$ cat config.mk
export PLATFORM = sky130hd
export DESIGN_NAME = risc_multicycle_ctrl_fsm_flat
export DESIGN_NICKNAME = d
export VERILOG_FILES = /design/src/rtl/risc_multicycle_ctrl_fsm_pkg.sv /design/src/rtl/risc_multicycle_ctrl_fsm_if.sv /design/src/rtl/risc_multicycle_ctrl_fsm_alu_dec.sv /design/src/rtl/risc_multicycle_ctrl_fsm.sv /design/src/flat_wrapper.sv
export SDC_FILE = /design/constraint.sdc
export NUM_CORES = 1
export LEC_CHECK = 0
export CELL_PAD_IN_SITES_DETAIL_PLACEMENT = 1
export CELL_PAD_IN_SITES_GLOBAL_PLACEMENT = 2
export CORE_ASPECT_RATIO = 1.1
export CORE_UTILIZATION = 14
export DETAILED_ROUTE_END_ITERATION = 10
export PLACE_DENSITY = 0.84
export SKIP_CTS_REPAIR_TIMING = 1
export SLEW_MARGIN = 25
export SYNTH_ARGS = -nofsm -noshare
export SYNTH_HDL_FRONTEND = slang
export SYNTH_SLANG_ARGS = --single-unit
$ cat constraint.sdc
create_clock -name clk -period 2.7 [get_ports clk]
set_input_delay 0.405 -clock clk [delete_from_list [all_inputs] [get_ports clk]]
set_output_delay 0.405 -clock clk [all_outputs]
set_load 0.005 [all_outputs]
$ cat src/rtl/risc_multicycle_ctrl_fsm_pkg.sv
// Shared definitions for the multi-cycle RISC-V control sequencer.
// Holds opcodes, the state encoding, ALU control codes and datapath mux select codes.
// Pure definitions only: no logic, no latency, no handshake.
package risc_ctrl_pkg;

  localparam int XLEN      = 32;
  localparam int ALUCTRL_W = 3;

  // Supported major opcodes
  localparam logic [6:0] OP_LOAD   = 7'b0000011;
  localparam logic [6:0] OP_STORE  = 7'b0100011;
  localparam logic [6:0] OP_RTYPE  = 7'b0110011;
  localparam logic [6:0] OP_ITYPE  = 7'b0010011;
  localparam logic [6:0] OP_BRANCH = 7'b1100011;

  typedef enum logic [3:0] {
    S_RST, S_FETCH, S_DECODE, S_MEMADR, S_MEMREAD, S_MEMWB,
    S_MEMWRITE, S_EXEC_R, S_EXEC_I, S_ALUWB, S_BRANCH
  } state_t;

  // What the sequencer asks of the ALU decoder
  typedef enum logic [1:0] {ALUOP_ADD, ALUOP_SUB, ALUOP_FUNCT} alu_op_t;

  // ALU control codes, identical to the single-cycle control unit
  localparam logic [ALUCTRL_W-1:0] ALU_ADD = 3'b000;
  localparam logic [ALUCTRL_W-1:0] ALU_SUB = 3'b010;
  localparam logic [ALUCTRL_W-1:0] ALU_SLL = 3'b001;
  localparam logic [ALUCTRL_W-1:0] ALU_XOR = 3'b100;
  localparam logic [ALUCTRL_W-1:0] ALU_SRL = 3'b101;
  localparam logic [ALUCTRL_W-1:0] ALU_OR  = 3'b110;
  localparam logic [ALUCTRL_W-1:0] ALU_AND = 3'b111;

  // Datapath mux selects
  localparam logic [1:0] IMM_I = 2'b00, IMM_S = 2'b01, IMM_B = 2'b10;
  localparam logic [1:0] SRCA_PC = 2'b00, SRCA_OLDPC = 2'b01, SRCA_RS1 = 2'b10;
  localparam logic [1:0] SRCB_RS2 = 2'b00, SRCB_IMM = 2'b01, SRCB_FOUR = 2'b10;
  localparam logic [1:0] RES_ALUOUT = 2'b00, RES_MEM = 2'b01, RES_ALU = 2'b10;

endpackage

$ cat src/rtl/risc_multicycle_ctrl_fsm_if.sv
// Control bundle between the multi-cycle sequencer and its datapath/memory.
// master = sequencer (drives strobes and selects), slave = datapath side.
// Memory handshake: mem_req held with stable address until mem_ready.
interface risc_multicycle_ctrl_fsm_if;
  logic [31:0] instr_32;
  logic        ZF;
  logic        SF;
  logic        mem_ready;
  logic        mem_req;
  logic        mem_write;
  logic        adr_src;
  logic        ir_write;
  logic        pc_write;
  logic        reg_write;
  logic [1:0]  imm_src_2;
  logic [1:0]  alu_src_a_2;
  logic [1:0]  alu_src_b_2;
  logic [2:0]  alu_control_3;
  logic [1:0]  result_src_2;
  logic        illegal_instr;

  modport master (
    input  instr_32, ZF, SF, mem_ready,
    output mem_req, mem_write, adr_src, ir_write, pc_write, reg_write,
           imm_src_2, alu_src_a_2, alu_src_b_2, alu_control_3,
           result_src_2, illegal_instr
  );

  modport slave (
    output instr_32, ZF, SF, mem_ready,
    input  mem_req, mem_write, adr_src, ir_write, pc_write, reg_write,
           imm_src_2, alu_src_a_2, alu_src_b_2, alu_control_3,
           result_src_2, illegal_instr
  );
endinterface

$ cat src/rtl/risc_multicycle_ctrl_fsm_alu_dec.sv
// ALU control decode from sequencer request, funct3, op[5] and funct7 bit 5.
// Purely combinational, zero latency.
// No handshake; output follows inputs.
module risc_alu_dec
  import risc_ctrl_pkg::*;
(
  input  alu_op_t               alu_op_i,
  input  logic [2:0]            funct3_i,
  input  logic                  op5_i,
  input  logic                  funct7b5_i,
  output logic [ALUCTRL_W-1:0]  alu_control_o
);

  // funct3 map; only register-register ops with funct7b5 set subtract
  always_comb begin
    alu_control_o = ALU_ADD;
    case (alu_op_i)
      ALUOP_SUB:   alu_control_o = ALU_SUB;
      ALUOP_FUNCT: begin
        case (funct3_i)
          3'b000:  alu_control_o = (op5_i & funct7b5_i) ? ALU_SUB : ALU_ADD;
          3'b001:  alu_control_o = ALU_SLL;
          3'b100:  alu_control_o = ALU_XOR;
          3'b101:  alu_control_o = ALU_SRL;
          3'b110:  alu_control_o = ALU_OR;
          3'b111:  alu_control_o = ALU_AND;
          default: alu_control_o = ALU_ADD;
        endcase
      end
      default:     alu_control_o = ALU_ADD;
    endcase
  end

endmodule

$ cat src/rtl/risc_multicycle_ctrl_fsm.sv
// Multi-cycle RISC-V sequencer: fetch/decode/execute/memory/writeback control.
// 3-5 cycles per instruction plus memory wait cycles; outputs decode the state register.
// Memory waits hold mem_req and address until mem_ready. Optional macro: RISC_PERF_CNT_EN.
module risc_multicycle_ctrl_fsm
  import risc_ctrl_pkg::*;
(
  input  logic                          clk,
  input  logic                          rst_n,
  risc_multicycle_ctrl_fsm_if.master    bus
`ifdef RISC_PERF_CNT_EN
  ,
  output logic [31:0]                   instret_32
`endif
);

  state_t      state_q, state_d;
  alu_op_t     alu_op;
  logic [6:0]  op;
  logic [2:0]  funct3;
  logic        legal_op;
  logic        unused_instr_bits;

  assign op       = bus.instr_32[6:0];
  assign funct3   = bus.instr_32[14:12];
  assign legal_op = (op == OP_LOAD) || (op == OP_STORE) || (op == OP_RTYPE) ||
                    (op == OP_ITYPE) || (op == OP_BRANCH);
  assign unused_instr_bits = ^{bus.instr_32[31], bus.instr_32[29:15], bus.instr_32[11:7]};

  risc_alu_dec u_alu_dec (
    .alu_op_i      (alu_op),
    .funct3_i      (funct3),
    .op5_i         (op[5]),
    .funct7b5_i    (bus.instr_32[30]),
    .alu_control_o (bus.alu_control_3)
  );

  // State register; reset aborts any in-flight instruction
  always_ff @(posedge clk or negedge rst_n) begin
    if (!rst_n) state_q <= S_RST;
    else        state_q <= state_d;
  end

  // Moore output decode and next state; fetch/memory strobes gated by mem_ready
  always_comb begin
    state_d           = state_q;
    alu_op            = ALUOP_ADD;
    bus.mem_req       = 1'b0;
    bus.mem_write     = 1'b0;
    bus.adr_src       = 1'b0;
    bus.ir_write      = 1'b0;
    bus.pc_write      = 1'b0;
    bus.reg_write     = 1'b0;
    bus.imm_src_2     = IMM_I;
    bus.alu_src_a_2   = SRCA_PC;
    bus.alu_src_b_2   = SRCB_RS2;
    bus.result_src_2  = RES_ALUOUT;
    bus.illegal_instr = 1'b0;
    case (state_q)
      S_RST: state_d = S_FETCH;
      S_FETCH: begin
        bus.mem_req      = 1'b1;
        bus.alu_src_b_2  = SRCB_FOUR;
        bus.result_src_2 = RES_ALU;
        if (bus.mem_ready) begin
          bus.ir_write = 1'b1;
          bus.pc_write = 1'b1;
          state_d      = S_DECODE;
        end
      end
      S_DECODE: begin
        bus.alu_src_a_2 = SRCA_OLDPC;
        bus.alu_src_b_2 = SRCB_IMM;
        bus.imm_src_2   = IMM_B;
        case (op)
          OP_LOAD, OP_STORE: state_d = S_MEMADR;
          OP_RTYPE:          state_d = S_EXEC_R;
          OP_ITYPE:          state_d = S_EXEC_I;
          OP_BRANCH:         state_d = S_BRANCH;
          default: begin
            bus.illegal_instr = 1'b1;
            state_d           = S_FETCH;
          end
        endcase
      end
      S_MEMADR: begin
        bus.alu_src_a_2 = SRCA_RS1;
        bus.alu_src_b_2 = SRCB_IMM;
        bus.imm_src_2   = op[5] ? IMM_S : IMM_I;
        state_d         = op[5] ? S_MEMWRITE : S_MEMREAD;
      end
      S_MEMREAD: begin
        bus.mem_req = 1'b1;
        bus.adr_src = 1'b1;
        if (bus.mem_ready) state_d = S_MEMWB;
      end
      S_MEMWB: begin
        bus.result_src_2 = RES_MEM;
        bus.reg_write    = 1'b1;
        state_d          = S_FETCH;
      end
      S_MEMWRITE: begin
        bus.mem_req   = 1'b1;
        bus.mem_write = 1'b1;
        bus.adr_src   = 1'b1;
        if (bus.mem_ready) state_d = S_FETCH;
      end
      S_EXEC_R, S_EXEC_I: begin
        bus.alu_src_a_2 = SRCA_RS1;
        bus.alu_src_b_2 = (state_q == S_EXEC_I) ? SRCB_IMM : SRCB_RS2;
        alu_op          = ALUOP_FUNCT;
        state_d         = S_ALUWB;
      end
      S_ALUWB: begin
        bus.reg_write = 1'b1;
        state_d       = S_FETCH;
      end
      S_BRANCH: begin
        bus.alu_src_a_2 = SRCA_RS1;
        alu_op          = ALUOP_SUB;
        case (funct3)
          3'b000:  bus.pc_write = bus.ZF;
          3'b001:  bus.pc_write = ~bus.ZF;
          3'b100:  bus.pc_write = bus.SF;
          default: bus.pc_write = 1'b0;
        endcase
        state_d = S_FETCH;
      end
      default: state_d = S_RST;
    endcase
  end

`ifdef RISC_PERF_CNT_EN
  logic        retire;
  logic [31:0] instret_q;

  assign retire = (state_q == S_MEMWB) || (state_q == S_ALUWB) || (state_q == S_BRANCH) ||
                  ((state_q == S_MEMWRITE) && bus.mem_ready);
  assign instret_32 = instret_q;

  // Retired-instruction counter; wraps naturally at 2^32
  always_ff @(posedge clk or negedge rst_n) begin
    if (!rst_n)      instret_q <= '0;
    else if (retire) instret_q <= instret_q + 32'd1;
  end
`endif

endmodule

$ cat src/flat_wrapper.sv
// flat-port wrapper written by rule: the top's interface ports become plain ports
module risc_multicycle_ctrl_fsm_flat import risc_ctrl_pkg::*;
  (clk, rst_n, bus_instr_32, bus_ZF, bus_SF, bus_mem_ready, bus_mem_req, bus_mem_write, bus_adr_src, bus_ir_write, bus_pc_write, bus_reg_write, bus_imm_src_2, bus_alu_src_a_2, bus_alu_src_b_2, bus_alu_control_3, bus_result_src_2, bus_illegal_instr);
  risc_multicycle_ctrl_fsm_if bus_i ();
  input  logic clk;
  input  logic rst_n;
  input wire logic [$bits(bus_i.instr_32)-1:0] bus_instr_32;
  input wire logic [$bits(bus_i.ZF)-1:0] bus_ZF;
  input wire logic [$bits(bus_i.SF)-1:0] bus_SF;
  input wire logic [$bits(bus_i.mem_ready)-1:0] bus_mem_ready;
  output wire logic [$bits(bus_i.mem_req)-1:0] bus_mem_req;
  output wire logic [$bits(bus_i.mem_write)-1:0] bus_mem_write;
  output wire logic [$bits(bus_i.adr_src)-1:0] bus_adr_src;
  output wire logic [$bits(bus_i.ir_write)-1:0] bus_ir_write;
  output wire logic [$bits(bus_i.pc_write)-1:0] bus_pc_write;
  output wire logic [$bits(bus_i.reg_write)-1:0] bus_reg_write;
  output wire logic [$bits(bus_i.imm_src_2)-1:0] bus_imm_src_2;
  output wire logic [$bits(bus_i.alu_src_a_2)-1:0] bus_alu_src_a_2;
  output wire logic [$bits(bus_i.alu_src_b_2)-1:0] bus_alu_src_b_2;
  output wire logic [$bits(bus_i.alu_control_3)-1:0] bus_alu_control_3;
  output wire logic [$bits(bus_i.result_src_2)-1:0] bus_result_src_2;
  output wire logic [$bits(bus_i.illegal_instr)-1:0] bus_illegal_instr;
  assign bus_i.instr_32 = bus_instr_32;
  assign bus_i.ZF = bus_ZF;
  assign bus_i.SF = bus_SF;
  assign bus_i.mem_ready = bus_mem_ready;
  assign bus_mem_req = bus_i.mem_req;
  assign bus_mem_write = bus_i.mem_write;
  assign bus_adr_src = bus_i.adr_src;
  assign bus_ir_write = bus_i.ir_write;
  assign bus_pc_write = bus_i.pc_write;
  assign bus_reg_write = bus_i.reg_write;
  assign bus_imm_src_2 = bus_i.imm_src_2;
  assign bus_alu_src_a_2 = bus_i.alu_src_a_2;
  assign bus_alu_src_b_2 = bus_i.alu_src_b_2;
  assign bus_alu_control_3 = bus_i.alu_control_3;
  assign bus_result_src_2 = bus_i.result_src_2;
  assign bus_illegal_instr = bus_i.illegal_instr;
  risc_multicycle_ctrl_fsm u_core (.clk(clk), .rst_n(rst_n), .bus(bus_i));
endmodule
==> results by group, run 1 <==
Worst setup path
  • Worst EP arrival: between 2 and 2.5 ns
  • CP Max Fanout: 7
  • Worst r2r src: u_core.state_q[3]
  • Crit Path Class: reg -> out
  • Startpoint types: flop
  • CP Capture Type: primary output
  • Crit path from: u_core.state_q[3]
  • Worst path required time: 2.30 ns

Die
  • Core Rows: 24
  • I/O pins: 55
  • Die Ht: a little under 70 um
  • Initial Util: approximately 15%
  • Die Width: around 63 um
  • Core ar.: slightly below 4000 um2
  • Die Area: between 4000 and 5000 um2

Drt
  • Initial DRC Count: 14
  • # DRC: 0
  • Vias per cell: between 4 and 5
  • Routed len/inst: 12.30 um
  • Final ANT Viol Nets: 0
  • Overall routed net length: roughly 2.2 mm
  • First-pass iteration count of the detailed router: 4
  • Vias: roughly 800

Synth
  • Netlist cell types: 36
  • Post-synth top area share: between 15 and 20%
  • Mapped cell area: 580.6 um2
  • Largest area contributor in the netlist: dfrtp_1
  • Avg Synthesized Cell Area: around 7.0 um2
  • Synth area leaders: dfrtp_1, a21oi_1, nor2_1
  • Post-synth net total: roughly 120
  • Seq/Total Area, Yosys: 17.24%
  • #FFs+latches synth: 4
  • Count of synthesis-stage warnings from yosys: 0
  • Syn Inst Count: between 80 and 90

Timing
  • Final setup fails: 0
  • Hold Fails Final Rpt: 0
  • F_max: about 0.39 GHz
  • Slew @ Worst Pin: roughly 0.38 ns
  • Rel. slew slack: between 70% and 80%
  • Final WS setup: 0.1251 ns
  • Hold WS: slightly below 0.4 ns
  • Setup_tns: 0 ns
  • Worst clock skew: ~0.0016 ns
  • Final worst-path cycle share: between 90% and 100%
  • Final Max Slew Viols: 0
  • Crit path time final: about 2.6 ns

Finish
  • # fillers: around 490
  • Non-Filler Instances: 176
  • Max reg flops: 4
  • Fin util: around 27%
  • Most frequent cells in the layout: clkdlybuf4s50_1, nor2_1, buf_4, inv_1, a21oi_1
  • Nets@finish: ~170
  • Largest Register: u_core.state_q
  • Reg area: between 100 and 150 um2
  • Biggest regs: u_core.state_q (4)
  • Multi-input logic area: between 400 and 500 um2
  • Layout cells sized above 1: approximately 15%
  • P&R area growth vs syn: 86.21%
  • Antenna diodes: 0
  • Design Area, Final: about 1100 um2
  • Most common library cell in the layout ignoring fill and taps: clkdlybuf4s50_1

Global routing
  • GRT overflow: 0
  • Initial antenna violation count: 0
  • Vias in the first global route: 839
  • Pin count of the biggest net entering global routing: 15
  • Gr usage total: about 11%
  • First-pass GRT wire length: around 3.8 mm

Power
  • Total power: ~0.9 mW
  • VDD IR max: 0.0001583 V
  • Lkg Pwr: 0.4545 nW
  • Power density cells: about 800 nW/um2

Placement
  • Placed insts: 170
  • I/O Buffers: 33
  • Hpwl dp: ~1.7 mm
  • Pre-CTS setup slack: 0.04533 ns
  • Placed instance area: ~1000 um2
  • Placer congestion estimate: 0.7699

Worst hold path
  • Hold Crit Class: in -> async

Run
  • Max Cap Viol: 0

CTS
  • Root Driver: clkbuf_8
  • Clk sinks: 4
  • Clk slew on worst S/H paths: around 0.030 ns
  • H-tree levels: 1
  • Clock Latency Late Sink: between 0.2 and 0.25 ns
  • CTS buffer count: 3
  • CTS tree: yes
  • Clock Tree Buf Depth: 2

Outcome
  • Status: finished, final reports clean
==> routing by layer <==
metal  routed length (um)  share of wire (%)  GRT usage (%)  up-vias
met2                 1102                 51          19.03       28
met3                   78                3.6          1.151        2
met4                   19               0.88          5.303        0
met1                  964                 45          12.63      371
li1                     -                  -              -      380
met5                    0                  0              0        -
==> final timing paths <==
| path | end | slack, ns | depth (start not counted) |
|---|---|---|---|
| hold reg to reg | u_core.state_q[2] | 0.68 | 2 |
| hold / removal | u_core.state_q[2] | 0.39 | 1 |
| min in group clk | u_core.state_q[2] | 0.68 | 2 |
| setup / recovery | bus_alu_control_3[2] | 0.13 | 7 |
| max in group asynchronous | u_core.state_q[0] | 2.15 | 1 |
| setup reg to reg | u_core.state_q[2] | 0.80 | 5 |
==> Yosys cell counts <==
cell	n
o31ai_1	1
nand3_1	1
o22ai_1	2
nand3b_1	2
clkbuf_1	3
dfrtp_1	4
a222oi_1	1
nand2_2	1
and2_1	2
nand2_1	4
maj3_1	1
buf_2	1
nor2_1	9
a21boi_0	1
or2_2	1
a211oi_1	2
a21oi_1	9
nor3b_1	1
inv_1	8
nor4bb_1	1
nor3_1	2
nor4b_1	1
nor4b_4	1
or4_1	1
a31oi_1	1
nand2b_1	4
o21ai_0	5
o211ai_1	1
and3b_1	1
nor4_1	2
and4bb_2	1
ha_1	2
a21o_1	1
and3_1	1
mux2i_1	1
nor2b_1	3
==> cell families after synthesis <==
kind of cell    after synthesis  share of synthesized area, %
compound gates               24                         24.78
fa+ha+maj                     3                         6.034
buf+inv                      12                         7.973
flops                         4                         17.24
mux                           1                         1.724
simple gates                 39                         42.24
==> power by group <==
part	internal (mW)	total, mW	leakage, nW	switching [mW]
Clock	0.0950	0.126	0.0216	0.0307
Combinational	0.364	0.655	0.382	0.291
Sequential	0.0853	0.111	0.0511	0.0258
==> worst max-delay path, stage by stage (launching register included) <==
cell and delay (ns):
dfrtp_1 0.44, nand2b_1 0.17, inv_1 0.08, a21oi_2 0.15, inv_1 0.06, ha_1 0.30
nor3b_1 0.21, clkdlybuf4s50_1 0.54
==> area by class of cell <==
cell class | count | area share, %
Clock buffer | 3 | 3.819
Inverter | 8 | 2.778
Multi-Input combinational cell | 67 | 41.09
Sequential cell | 4 | 9.259
Tap cell | 52 | 6.019
Timing Repair Buffer | 42 | 37.04
(Power assumes the default switching activity.)
==> run 2, diff against run 1 <==
--- a/config.mk
+++ b/config.mk
@@ -9,8 +9,10 @@
 export CELL_PAD_IN_SITES_GLOBAL_PLACEMENT = 2
 export CORE_ASPECT_RATIO = 1.1
 export CORE_UTILIZATION = 14
+export CTS_CLUSTER_DIAMETER = 50
 export DETAILED_ROUTE_END_ITERATION = 10
 export PLACE_DENSITY = 0.84
+export RECOVER_POWER = 100
 export SKIP_CTS_REPAIR_TIMING = 1
 export SLEW_MARGIN = 25
 export SYNTH_ARGS = -nofsm -noshare
==> run 2 against run 1 <==
Critical path depth stayed put. Clock skew hardly changed. Clock power hardly changed. Cell area is 1.4% lower. Flip-flop and latch count stayed put. Combinational power is 7.3% lower. Worst hold slack better by 0.070 ns. Cell count stayed put. Sequential power hardly changed. Utilization is 0.38 points lower. First-iteration DRC count is 7.1% lower. Count of clock-buffer cells in the layout stayed put.
==> results by group, run 2 (synthesis results as in run 1) <==
Outcome
  • Status: finished, final reports clean

Timing
  • Final setup fails: 0
  • Final Max Slew Viols: 0
  • Hold Fails Final Rpt: 0
  • Final worst-path cycle share: around 95%
  • Crit path time final: ~2.6 ns
  • Worst clock skew: 0.001519 ns
  • Rel. slew slack: between 60% and 70%
  • Hold WS: roughly 0.46 ns
  • Final WS setup: about 0.13 ns
  • Setup_tns: 0 ns
  • Slew @ Worst Pin: around 0.55 ns
  • F_max: just under 0.4 GHz

Finish
  • Design Area, Final: roughly 1100 um2
  • P&R area growth vs syn: 83.62%
  • Max reg flops: 4
  • Antenna diodes: 0
  • Layout cells sized above 1: a little over an eighth
  • Most frequent cells in the layout: clkdlybuf4s50_1, dlygate4sd3_1, nor2_1, buf_4
  • # fillers: just under 500
  • Biggest regs: u_core.state_q (4)
  • Most common library cell in the layout ignoring fill and taps: clkdlybuf4s50_1
  • Largest Register: u_core.state_q
  • Non-Filler Instances: between 150 and 200
  • Fin util: 26.89%
  • Nets@finish: about 170

Power
  • Power density cells: between 700 and 800 nW/um2
  • Internal power: approximately 0.5 mW
  • Comb pwr share: between 70% and 80%
  • Lkg Pwr: about 0.47 nW
  • Clock share of power: between 10% and 20%
  • Reg power frac: a little over an eighth
  • Total power: ~0.84 mW
  • Sw Share: ~40%
  • Switch Pwr: between 0.3 and 0.4 mW
  • VDD IR max: around 0.00015 V

CTS
  • Clock Tree Buf Depth: 2
  • Root Driver: clkbuf_8
  • CTS tree: yes
  • CTS buffer count: 3
  • Clk slew on worst S/H paths: roughly 0.03 ns
  • Clk sinks: 4
  • Clock Latency Late Sink: between 0.2 and 0.25 ns
  • H-tree levels: 1

Drt
  • First-pass iteration count of the detailed router: 4
  • Vias per cell: about 4.4
  • Initial DRC Count: 13
  • Vias: 777
  • Routed len/inst: around 12 um
  • Final ANT Viol Nets: 0
  • # DRC: 0
  • Overall routed net length: approximately 2.2 mm

Global routing
  • GRT overflow: 0
  • First-pass GRT wire length: about 3.8 mm
  • Vias in the first global route: between 800 and 900
  • Gr usage total: 10.76%
  • Initial antenna violation count: 0
  • Pin count of the biggest net entering global routing: 15

Die
  • Die Ht: roughly 70 um
  • Die Width: between 60 and 70 um
  • Die Area: 4409 um2
  • Core ar.: around 4000 um2
  • Core Rows: 24
  • Initial Util: 14.65%
  • I/O pins: 55

Worst setup path
  • Startpoint types: flop
  • Worst path required time: about 2.3 ns
  • CP Max Fanout: 7
  • Crit Path Class: reg -> out
  • Critical Path, Cell by Cell: nand2b_1 -> inv_1 -> a21oi_2 -> inv_1 -> ha_1 -> nor3b_1 -> clkdlybuf4s50_1
  • Top cell by count, worst path: inv_1
  • CP Capture Type: primary output
  • Buf/Inv on CP: 3
  • Crit-path max cell delay: around 0.54 ns
  • CP max-delay cell: clkdlybuf4s50_1
  • Worst reg-to-reg setup slack: between 0.5 and 0.6 ns
  • Crit path from: u_core.state_q[3]
  • CP top delay family: buffers and inverters
  • Worst r2r src: u_core.state_q[3]
  • Worst EP arrival: roughly 2.2 ns

Worst hold path
  • Hold Crit Class: in -> async

Placement
  • Pre-CTS setup slack: about 0.045 ns
  • Placed insts: 170
  • Placed instance area: about 1000 um2
  • I/O Buffers: 33
  • Hpwl dp: 1.744 mm
  • Placer congestion estimate: a little under 0.8

Run
  • Max Cap Viol: 0
[run 2: changes by cell type in the layout (fill, tap and decap cells not counted), sizes merged]
cell / before / now
clkdlybuf4s50: 32 / 22
dlygate4sd3: 0 / 10
[run 2: cell type report]
class | count | area [um2] | share of cell area, %
inverters | 8 | 30.03 | 2.817
clock buffers | 3 | 41.29 | 3.873
well taps | 52 | 65.06 | 6.103
flip-flops and latches | 4 | 100.1 | 9.390
multi-input cells | 67 | 429.2 | 40.26
repair buffers | 42 | 400.4 | 37.56
[run 2: worst register-to-register path, cell delays in order (launching register included)]
cell,delay (ns)
dfrtp_1,0.44
buf_4,0.20
nor4b_1,0.52
nand2_2,0.11
or4_1,0.44
a222oi_1,0.31
[run 2: worst paths after layout]
check / cells after the start / to
worst max-delay path: 7 / bus_alu_control_3[2]
worst min-delay path: 1 / u_core.state_q[2]
worst max register to register: 5 / u_core.state_q[2]
worst min register to register: 2 / u_core.state_q[2]
max in group asynchronous: 1 / u_core.state_q[0]
min in group clk: 2 / u_core.state_q[2]
[run 2: power groups by stage]
| stage | Clock [mW] | Combinational [mW] | Sequential, mW |
|---|---|---|---|
| after global placement | 0 | 0.629 | 0.108 |
| after global routing | 0.135 | 0.678 | 0.114 |
| after floorplan | 0 | 0.298 | 0.119 |
| after CTS | 0.130 | 0.650 | 0.111 |
| final | 0.126 | 0.607 | 0.111 |
| after detailed placement | 0 | 0.647 | 0.111 |
[run 2: routing by layer]
metal / track usage [%] / share of wire (%)
met1: 12.63 / 44
met2: 19.03 / 51
met4: 5.303 / 0.88
met3: 1.151 / 4.1
met5: 0 / 0
